===== src/rtl/traffic_lamp_monitor_pkg.sv =====
// Shared types and timing constants for the intersection lamp-bus safety monitor.
package traffic_pkg;

    localparam int T_GREEN  = 10;
    localparam int T_YELLOW = 3;
    localparam int T_SLACK  = 1;
    localparam int T_FLASH  = 4;

    typedef enum logic [1:0] {
        C_RED    = 2'd0,
        C_YELLOW = 2'd1,
        C_GREEN  = 2'd2,
        C_BAD    = 2'd3
    } colour_t;

    typedef enum logic [2:0] {
        F_NONE         = 3'd0,
        F_LAMP_INVALID = 3'd1,
        F_CONFLICT     = 3'd2,
        F_SEQ_ERR      = 3'd3,
        F_YELLOW_TIME  = 3'd4,
        F_SHORT_GREEN  = 3'd5,
        F_STUCK_GREEN  = 3'd6
    } fault_code_t;

    typedef enum logic [1:0] {
        M_ARM   = 2'd0,
        M_RUN   = 2'd1,
        M_FAULT = 2'd2
    } mon_state_t;

    // A lamp group is only meaningful when exactly one of its three lines is lit.
    function automatic colour_t decode_lamp(input logic red, input logic yellow, input logic green);
        colour_t c;
        case ({red, yellow, green})
            3'b100:  c = C_RED;
            3'b010:  c = C_YELLOW;
            3'b001:  c = C_GREEN;
            default: c = C_BAD;
        endcase
        return c;
    endfunction

endpackage


===== src/rtl/traffic_approach_checker.sv =====
// Per-approach tracker: decodes the lamp lines, remembers the previous colour and how long
// it has been held, and raises the sequence/timing flags the monitor priority-encodes.
module traffic_approach_checker
    import traffic_pkg::*;
#(
    parameter int T_GREEN_P  = T_GREEN,
    parameter int T_YELLOW_P = T_YELLOW,
    parameter int T_SLACK_P  = T_SLACK
) (
    input  logic clk,
    input  logic rst,
    input  logic arm,
    input  logic lamp_red,
    input  logic lamp_yellow,
    input  logic lamp_green,
    output logic bad,
    output logic non_red,
    output logic seq_err,
    output logic yellow_time,
    output logic short_green,
    output logic stuck_green
);

    localparam int DWELL_W = $clog2(T_GREEN_P + T_SLACK_P + 2);
    localparam logic [DWELL_W-1:0] YELLOW_LIM = DWELL_W'(T_YELLOW_P);
    localparam logic [DWELL_W-1:0] GREEN_MIN  = DWELL_W'(T_GREEN_P);
    localparam logic [DWELL_W-1:0] GREEN_MAX  = DWELL_W'(T_GREEN_P + T_SLACK_P);
    localparam logic [DWELL_W-1:0] DWELL_SAT  = '1;

    colour_t            cur;
    colour_t            prev_q, prev_d;
    logic [DWELL_W-1:0] dwell_q, dwell_d;
    logic               measured_q, measured_d;
    logic               changed;
    logic               legal_step;

    assign cur     = decode_lamp(lamp_red, lamp_yellow, lamp_green);
    assign bad     = (cur == C_BAD);
    assign non_red = (cur != C_RED);

    // Compare this cycle's colour with the registered one; dwell_q counts cycles already held.
    always_comb begin
        changed     = (cur != prev_q);
        legal_step  = ((prev_q == C_GREEN)  && (cur == C_YELLOW)) ||
                      ((prev_q == C_YELLOW) && (cur == C_RED))    ||
                      ((prev_q == C_RED)    && (cur == C_GREEN));
        seq_err     = changed && !legal_step;
        yellow_time = (prev_q == C_YELLOW) &&
                      (((cur == C_YELLOW) && (dwell_q >= YELLOW_LIM)) ||
                       ((cur != C_YELLOW) && measured_q && (dwell_q != YELLOW_LIM)));
        short_green = (prev_q == C_GREEN) && (cur != C_GREEN) && measured_q && (dwell_q < GREEN_MIN);
        stuck_green = (prev_q == C_GREEN) && (cur == C_GREEN) && (dwell_q >= GREEN_MAX);
    end

    // Arming restarts tracking without history; a colour change opens a measured segment.
    always_comb begin
        prev_d     = prev_q;
        dwell_d    = dwell_q;
        measured_d = measured_q;
        if (arm) begin
            prev_d     = cur;
            dwell_d    = DWELL_W'(1);
            measured_d = 1'b0;
        end else if (changed) begin
            prev_d     = cur;
            dwell_d    = DWELL_W'(1);
            measured_d = 1'b1;
        end else if (dwell_q != DWELL_SAT) begin
            dwell_d    = dwell_q + DWELL_W'(1);
        end
    end

    // Tracking registers; reset assumes an all-red intersection with nothing measured.
    always_ff @(posedge clk) begin
        if (rst) begin
            prev_q     <= C_RED;
            dwell_q    <= '0;
            measured_q <= 1'b0;
        end else begin
            prev_q     <= prev_d;
            dwell_q    <= dwell_d;
            measured_q <= measured_d;
        end
    end

endmodule


===== src/rtl/traffic_lamp_monitor.sv =====
// Independent lamp-bus safety monitor: latches the first violation and flashes red until cleared.
module traffic_lamp_monitor
    import traffic_pkg::*;
#(
    parameter int T_GREEN_P  = T_GREEN,
    parameter int T_YELLOW_P = T_YELLOW,
    parameter int T_SLACK_P  = T_SLACK,
    parameter int T_FLASH_P  = T_FLASH
) (
    input  logic       clk,
    input  logic       rst,
    input  logic       NS_red,
    input  logic       NS_yellow,
    input  logic       NS_green,
    input  logic       EW_red,
    input  logic       EW_yellow,
    input  logic       EW_green,
    input  logic       fault_clr,
    output logic       fault,
    output logic [2:0] fault_code,
    output logic       flash_red
);

    localparam int FLASH_W = (T_FLASH_P > 1) ? $clog2(T_FLASH_P) : 1;
    localparam logic [FLASH_W-1:0] FLASH_LAST = FLASH_W'(T_FLASH_P - 1);

    mon_state_t         state_q, state_d;
    fault_code_t        code_q, code_d, violation;
    logic               flash_q, flash_d;
    logic [FLASH_W-1:0] flash_cnt_q, flash_cnt_d;
    logic               arm;

    logic ns_bad, ns_non_red, ns_seq, ns_yel, ns_short, ns_stuck;
    logic ew_bad, ew_non_red, ew_seq, ew_yel, ew_short, ew_stuck;

    assign arm = (state_q == M_ARM);

    traffic_approach_checker #(
        .T_GREEN_P  (T_GREEN_P),
        .T_YELLOW_P (T_YELLOW_P),
        .T_SLACK_P  (T_SLACK_P)
    ) u_ns (
        .clk         (clk),
        .rst         (rst),
        .arm         (arm),
        .lamp_red    (NS_red),
        .lamp_yellow (NS_yellow),
        .lamp_green  (NS_green),
        .bad         (ns_bad),
        .non_red     (ns_non_red),
        .seq_err     (ns_seq),
        .yellow_time (ns_yel),
        .short_green (ns_short),
        .stuck_green (ns_stuck)
    );

    traffic_approach_checker #(
        .T_GREEN_P  (T_GREEN_P),
        .T_YELLOW_P (T_YELLOW_P),
        .T_SLACK_P  (T_SLACK_P)
    ) u_ew (
        .clk         (clk),
        .rst         (rst),
        .arm         (arm),
        .lamp_red    (EW_red),
        .lamp_yellow (EW_yellow),
        .lamp_green  (EW_green),
        .bad         (ew_bad),
        .non_red     (ew_non_red),
        .seq_err     (ew_seq),
        .yellow_time (ew_yel),
        .short_green (ew_short),
        .stuck_green (ew_stuck)
    );

    // Pick the single most severe violation seen on either approach this cycle.
    always_comb begin
        violation = F_NONE;
        if (ns_bad || ew_bad)               violation = F_LAMP_INVALID;
        else if (ns_non_red && ew_non_red)  violation = F_CONFLICT;
        else if (ns_seq || ew_seq)          violation = F_SEQ_ERR;
        else if (ns_yel || ew_yel)          violation = F_YELLOW_TIME;
        else if (ns_short || ew_short)      violation = F_SHORT_GREEN;
        else if (ns_stuck || ew_stuck)      violation = F_STUCK_GREEN;
    end

    // Monitor FSM: arm for one sample, run checks, then hold the fault and flash until cleared.
    always_comb begin
        state_d     = state_q;
        code_d      = code_q;
        flash_d     = flash_q;
        flash_cnt_d = flash_cnt_q;
        case (state_q)
            M_ARM: begin
                state_d = M_RUN;
            end
            M_RUN: begin
                if (violation != F_NONE) begin
                    state_d     = M_FAULT;
                    code_d      = violation;
                    flash_d     = 1'b1;
                    flash_cnt_d = '0;
                end
            end
            M_FAULT: begin
                if (fault_clr) begin
                    state_d     = M_ARM;
                    code_d      = F_NONE;
                    flash_d     = 1'b0;
                    flash_cnt_d = '0;
                end else if (flash_cnt_q == FLASH_LAST) begin
                    flash_d     = ~flash_q;
                    flash_cnt_d = '0;
                end else begin
                    flash_cnt_d = flash_cnt_q + FLASH_W'(1);
                end
            end
            default: begin
                state_d     = M_ARM;
                code_d      = F_NONE;
                flash_d     = 1'b0;
                flash_cnt_d = '0;
            end
        endcase
    end

    // Monitor state registers; reset overrides a pending clear or violation.
    always_ff @(posedge clk) begin
        if (rst) begin
            state_q     <= M_ARM;
            code_q      <= F_NONE;
            flash_q     <= 1'b0;
            flash_cnt_q <= '0;
        end else begin
            state_q     <= state_d;
            code_q      <= code_d;
            flash_q     <= flash_d;
            flash_cnt_q <= flash_cnt_d;
        end
    end

    assign fault      = (state_q == M_FAULT);
    assign fault_code = code_q;
    assign flash_red  = flash_q;

endmodule


===== config.mk =====
export PLATFORM = sky130hd
export DESIGN_NAME = traffic_lamp_monitor
export DESIGN_NICKNAME = d
export VERILOG_FILES = /design/src/rtl/traffic_lamp_monitor_pkg.sv /design/src/rtl/traffic_approach_checker.sv /design/src/rtl/traffic_lamp_monitor.sv
export SDC_FILE = /design/constraint.sdc
export NUM_CORES = 1
export LEC_CHECK = 0
export ABC_AREA = 0
export ABC_CLOCK_PERIOD_IN_PS = 3980
export BUFFER_PORTS_ARGS = -buffer_cell sky130_fd_sc_hd__buf_2
export CAP_MARGIN = 20
export CELL_PAD_IN_SITES_DETAIL_PLACEMENT = 1
export CELL_PAD_IN_SITES_GLOBAL_PLACEMENT = 2
export CORE_MARGIN = 1
export CORE_UTILIZATION = 38
export DETAILED_ROUTE_END_ITERATION = 6
export PLACE_DENSITY_LB_ADDON = 0.1
export REMOVE_ABC_BUFFERS = 1
export SLEW_MARGIN = 20
export SYNTH_ARGS = -nofsm -noshare
export SYNTH_HDL_FRONTEND = slang
export SYNTH_SLANG_ARGS = --single-unit

===== constraint.sdc =====
create_clock -name clk -period 3.98 [get_ports clk]
set_clock_uncertainty 0.05 [all_clocks]
set_input_delay 0.398 -clock clk [delete_from_list [all_inputs] [get_ports clk]]
set_output_delay 0.398 -clock clk [all_outputs]
set_load 0.05 [all_outputs]

# --- Word-level counts from Yosys, hierarchy flattened ---
# Index checks and enable logic that the tools add are counted.
classes:
  addsub: 3
  magnitude_cmp: 6
  eq_ne: 32
  n_mux: 32
  bitwise_logic: 2
  n_reduce_logical: 59
ops:
  columns: ["op", "n"]
  rows:
  - ["$logic_and 1x1->1", 27]
  - ["$mux 3", 8]
  - ["$pmux 2 s3", 4]
  - ["$mux 2", 9]
  - ["$eq 2x2->1 const B", 8]
  - ["$logic_or 1x1->1", 11]
  - ["$eq 2x1->1 const B", 5]
  - ["$logic_not 2->1", 5]
  - ["$mux 1", 9]
  - ["$pmux 3 s3", 1]
  - ["$reduce_bool 3->1", 3]
  - ["$add 4x1->4 const B", 2]
  - ["$ge 4x2->1 const B", 2]
  - ["$ge 4x4->1 const B", 2]
  - ["$lt 4x4->1 const B", 2]
  - ["$ne 2x2->1 const B", 4]
  - ["$ne 4x2->1 const B", 2]
  - ["$ne 4x4->1 const B", 2]
  - ["$reduce_bool 2->1", 4]
  - ["$eq 3x1->1 const B", 2]
  - ["$eq 3x2->1 const B", 2]
  - ["$eq 3x3->1 const B", 2]
  - ["$reduce_and 3->1", 2]
  - ["$reduce_or 3->1", 2]
  - ["other kinds (9)", 14]
totals:
  register_bits: 22
  input_bits: 9
  out_inout_bits: 5

# --- Depth between registers and ports, before layout ---
logic_depth:
  word_depth: 15
  depth_mapped: 7
  ltp_nobuf: 7

# --- Modules after synthesis ---
# A second synthesis with hierarchy kept.
unflattened:
  cells_unflattened: 180
  area_unflattened_um2: 1545.2
modules_own_cells:
  columns: ["mod", "n_inst", "cells_each", "area_each_um2"]
  rows:
  - ["traffic_approach_checker", 2, 61, 516.7]
  - ["traffic_lamp_monitor", 1, 58, 511.7]

# --- Least setup slack after synthesis ---
# No wires, ideal clock.
synth_path:
  path_kind: "input to register"
  start: "in NS_green"
  end: "reg state_q[1]"
  t_arrival_ns: 1.884
  path_slack_ns: 1.928
  path_stages: 7
  path_cell_list: "buf_4 maj3_2 nor4_4 nand2_1 nand4bb_4 o21a_1 o221a_1"
synth_via:
  elab_chain_cells: 15
synth_rtl:
  columns: ["item", "line", "text"]
  rows:
  - ["from (decl)", "traffic_lamp_monitor.sv:14", "input logic NS_green,"]
  - ["$eq 3x1->1, or another cell as far along", "traffic_lamp_monitor_pkg.sv:35", "case ({red, yellow, green})"]
  - ["$pmux 2 s3 *", "traffic_lamp_monitor_pkg.sv:35", null]
  - ["$eq 2x2->1, or another cell as far along", "traffic_approach_checker.sv:46, traffic_approach_checker.sv:52", null]
  - ["$logic_and 1x1->1 (on tied branches)", null, null]
  - ["$logic_and 1x1->1, or another cell as far along", "traffic_approach_checker.sv:52", "stuck_green = (prev_q == C_GREEN) && (cur == C_GREEN) && (dwell_q >= GREEN_MAX);"]
  - ["$logic_or 1x1->1, or another cell as far along", "traffic_lamp_monitor.sv:84", "else if (ns_stuck || ew_stuck) violation = F_STUCK_GREEN;"]
  - ["$mux 3, or another cell as far along", "traffic_lamp_monitor.sv:84", null]
  - ["$mux 3, or another cell as far along", "traffic_lamp_monitor.sv:83", "else if (ns_short || ew_short) violation = F_SHORT_GREEN;"]
  - ["$mux 3 / $logic_or 1x1->1 (equally long branches)", "traffic_lamp_monitor.sv:82, traffic_lamp_monitor.sv:81", null]
  - ["$mux 3", "traffic_lamp_monitor.sv:81", "else if (ns_seq || ew_seq) violation = F_SEQ_ERR;"]
  - ["$mux 3", "traffic_lamp_monitor.sv:80", "else if (ns_non_red && ew_non_red) violation = F_CONFLICT;"]
  - ["$mux 3 *", "traffic_lamp_monitor.sv:79", "if (ns_bad || ew_bad) violation = F_LAMP_INVALID;"]
  - ["$reduce_bool 3->1 *", "traffic_lamp_monitor.sv:98", "if (violation != F_NONE) begin"]
  - ["$ne 2x2->1 (no line) *", null, null]
  - ["$reduce_and 2->1 (no line) *", null, null]
  - ["to (signal assigned)", "traffic_lamp_monitor.sv:135", "state_q <= state_d;"]
  - ["to (decl)", "traffic_lamp_monitor.sv:27", "mon_state_t state_q, state_d;"]
# Every way passes the cells marked *; elsewhere a longest branch is shown, timed or not.
# A chain may end at the register's enable or synchronous reset.

# --- Worst setup path after layout ---
layout_path:
  start: "reg u_ew.prev_q[0]"
  end: "reg state_q[1]"
layout_via:
  elab_chain_cells: 13
layout_rtl:
  columns: ["item", "line", "text"]
  rows:
  - ["from (decl)", "traffic_approach_checker.sv:31", "colour_t prev_q, prev_d;"]
  - ["from (signal assigned)", "traffic_approach_checker.sv:80", "prev_q <= prev_d;"]
  - ["$eq 2x2->1 / $eq 2x1->1 (equally long branches)", null, null]
  - ["$logic_and 1x1->1 (on tied branches)", null, null]
  - ["$logic_and 1x1->1, or another cell as far along", "traffic_approach_checker.sv:52", null]
  - ["$logic_or 1x1->1, or another cell as far along", "traffic_lamp_monitor.sv:84", null]
  - ["$mux 3, or another cell as far along", "traffic_lamp_monitor.sv:84", null]
  - ["$mux 3 / $logic_and 1x1->1 (equally long branches)", "traffic_lamp_monitor.sv:83, traffic_approach_checker.sv:47", null]
  - ["$mux 3 / $logic_or 1x1->1 (equally long branches)", "traffic_lamp_monitor.sv:82, traffic_lamp_monitor.sv:81", null]
  - ["$mux 3 *", "traffic_lamp_monitor.sv:81", null]
  - ["$mux 3 *", "traffic_lamp_monitor.sv:80", null]
  - ["$mux 3 *", "traffic_lamp_monitor.sv:79", null]
  - ["$reduce_bool 3->1 *", "traffic_lamp_monitor.sv:98", null]
  - ["$ne 2x2->1 (no line) *", null, null]
  - ["$reduce_and 2->1 (no line) *", null, null]
# Marked as above.

==> flow_summary.yaml <==
synth:
  yosysSeqAreaShare_pct: 28.6
  synth_simple_gate_area_share_pct: 28.5
  synth_edf_count: 0
  synthCells: 184
  avgSynthCellArea_um2: 8.38
  synth-xor-area-share_pct: 3.41
  syn-cell-area_um2: 1540
  ys.flop_type: "dfxtp_1"
  ys_types: 48
  synth_top_family_by_area: "simple AND/OR/NAND/NOR gates"
  synth-seq-cells: 22
  synth_compound_area_share_pct: 19.2
  muxShareOfSynthArea_pct: 7.31
  synthAdderAreaFrac_pct: 6.33
  yosys_warnings: 0
  postSynth.asyncResetShare_pct: 0
worst_hold_path:
  hp-class: "input pin to flip-flop"
critical_path:
  path_max_fanout: 10
  endpoint_kind: "flip-flop"
  crit_family: "compound AO/OA/AOI/OAI gates"
  critPathLaunchType: "flip-flop"
  cp_cell_sequence: "nor4bb_1 > a311oi_1 > o21ai_1 > nand4bb_4 > o21a_1 > o221a_1"
  critical_path_arrival_ns: 2.19
  required_ns: 4.09
  slowest_delay_ns: 0.56
  cp_slowest_cell: "dfxtp_1"
  critPathKind: "flip-flop to flip-flop"
  critPathBufInv: 0
place:
  dpl_cell_area_um2: 1600
  dp_hpwl_mm: 2.76
  io_buffers: 13
  gp_congestion: 0.798
cells_and_area:
  finalNetCount: 206
  multi_input_area_um2: 998
  seqCellArea_um2: 440
  layout-drive-gt1-share_pct: 13.8
  syn_to_final_growth_pct: 6.57
  finalInstanceArea_um2: 1640
  diodes: 0
  num-fill-cells: 447
cts:
  cts-root-buf: "clkbuf_8"
  post_cts_buffers: 0
  post_cts_resized: 0
  postCtsHoldBufs: 0
  numCtsBuffers: 3
  cts_tree: "done"
  clk_pin_slew_ns: 0.08
  clkLatencyLatePin_ns: 0.26
  h-tree-depth: 1
  clkSinkCount: 22
  clock_path_buffers: 2
timing:
  setup_violations: 0
  slew_violations: 0
  clock.fmax_mhz: 481
  slew_headroom_pct: 73.7
  fin_crit_sh_pct: 52.3
  finalSetupTns_ns: 0
  min_period_ns: 2.08
  hold_violations: 0
  rsz0062_at_grt: "no"
  worst_pin_slew_ns: 0.389
die:
  initial_core_util_pct: 40.9
  row_count: 22
  fp.dieW_um: 65.7
  core-area_um2: 3770
  die-area_um2: 4320
  die_h_um: 65.7
  io_pins: 14
pwr:
  p_sw_share_pct: 33.5
  power.share.sequential_pct: 46.4
  power.internal_uw: 356
  p_per_area_nw_per_um2: 326
  p_leak_uw: 0.000618
  pwr-share-comb_pct: 26.8
  ir_drop_mv: 0.131
  switchingPower_uw: 179
  pwr-share-clk_pct: 26.8
job:
  max_cap_violations: 0
routing:
  drc_errors: 0
  avgViaCountPerCell: 5.70
  wl_per_cell_um: 15.3
  ant_nets: 0
  drtPass1Iterations: 4
  wirelength_mm: 3.62
  drt-initial-drc-count: 49
  via_count: 1352
grt:
  antenna_found_initial: 0
  grt_max_degree: 13
  grt-ovfl-total: 0
  first_global_vias: 1305
  grt_pass1_wl_mm: 5.87
  grtUsageTotal_pct: 17.6
outcome:
  outcome: "completed"
[cell usage in the layout, fill, tap and decap left out, drive strengths merged, types with 3 or more instances in the layout]
cell type | netlist | final
nor4 | 3 | 3
o22ai | 3 | 3
nand2 | 13 | 13
nor3b | 9 | 9
nor4b | 4 | 4
xnor2 | 4 | 4
a31oi | 6 | 6
clkbuf | 4 | 3
mux2i | 9 | 9
inv | 9 | 9
nor3 | 10 | 10
dfxtp | 22 | 22
o21ai | 5 | 5
ha | 6 | 6
nand2b | 5 | 5
o31ai | 3 | 3
o211ai | 4 | 4
a21oi | 8 | 8
nand3 | 6 | 6
buf | 7 | 13
nor2 | 16 | 16
[synthesized netlist by cell type (3+ instances only)]
cell type,number,area share (%)
a21oi_1,8,2.6
a31oi_1,6,2.4
buf_2,3,0.97
buf_4,3,1.5
clkbuf_1,3,0.73
dfxtp_1,22,29
ha_1,6,4.9
inv_1,9,2.2
mux2i_1,9,5.8
nand2_1,13,3.2
nand2b_1,5,2.0
nand3_1,5,1.6
nor2_1,16,3.9
nor3_1,10,3.2
nor3b_1,9,4.4
nor4b_1,4,2.3
o211ai_1,4,1.9
o22ai_1,3,1.2
o31ai_1,3,1.5
xnor2_1,4,2.3
[flip-flops by register name, summed over array words and instances, names as in the netlist]
register         flops
fault_code           3
u_ns.prev_q          2
state_q              2
u_ns.dwell_q         4
u_ew.measured_q      1
u_ns.measured_q      1
flash_red            1
u_ew.prev_q          2
u_ew.dwell_q         4
flash_cnt_q          2
[kinds of logic after synthesis]
kind of cell / Yosys count
buffers and inverters: 21
flip-flops: 22
AND/OR/NAND/NOR: 73
AO/OA/AOI/OAI: 43
XOR/XNOR: 6
multiplexers: 11
adder cells (fa/ha/maj): 8
[worst register-to-register path: cells and delay by family (launching register included)]
kind               cells  cell delay (ns)
AOI/OAI and AO/OA      4             0.88
DFF                    1             0.56
and+or+nand+nor        2             0.48
[layout make-up]
cell class / count / share of cell area, %
multi-input combinational: 141 / 60.8
sequential: 22 / 26.8
timing repair buffer: 13 / 3.96
tap: 48 / 3.66
clock buffer: 3 / 2.51
inverter: 10 / 2.28
[power by group through the flow]
stage | registers [µW] | clock network (µW) | logic (µW)
3_5_place_dp | 254 | 0 | 144
2_1_floorplan | 260 | 0 | 96.0
6_report | 249 | 144 | 144
4_1_cts | 249 | 147 | 145
5_1_grt | 251 | 156 | 157
3_3_place_gp | 253 | 0 | 141
[stage by stage]
| stage | util [%] | hold WS, ns | setup WS, ns | cells | total power, µW |
|---|---|---|---|---|---|
| after detailed placement | 42.5 | 0.418 | 1.74 | 234 | 398 |
| after global placement | 42.5 | 0.399 | 1.79 | 234 | 394 |
| after CTS | 43.6 | 0.423 | 1.92 | 237 | 540 |
| final | 43.6 | 0.422 | 1.90 | 237 | 536 |
| after floorplan | - | 0.388 | 2.06 | 173 | 356 |
| after global routing | 43.6 | 0.434 | 1.74 | 237 | 565 |
[metal layers]
layer	track usage (%)	vias up	routed length (µm)
met1	23.6	650	1880
met4	5.71	0	17
met5	0	-	0
li1	-	690	-
met2	29.5	10	1670
met3	1.56	2	51
[path summary, 6_finish.rpt]
path / from / cells past startpoint / slack (ns) / to
worst max-delay path: u_ew.prev_q[0] / 6 / 1.90 / state_q[1]
worst min-delay path: rst / 2 / 0.42 / u_ew.prev_q[0]
worst max register to register: u_ew.prev_q[0] / 6 / 1.90 / state_q[1]
worst min register to register: flash_cnt_q[1] / 2 / 0.43 / flash_cnt_q[1]
No activity file was read; power rests on OpenSTA's default activity.
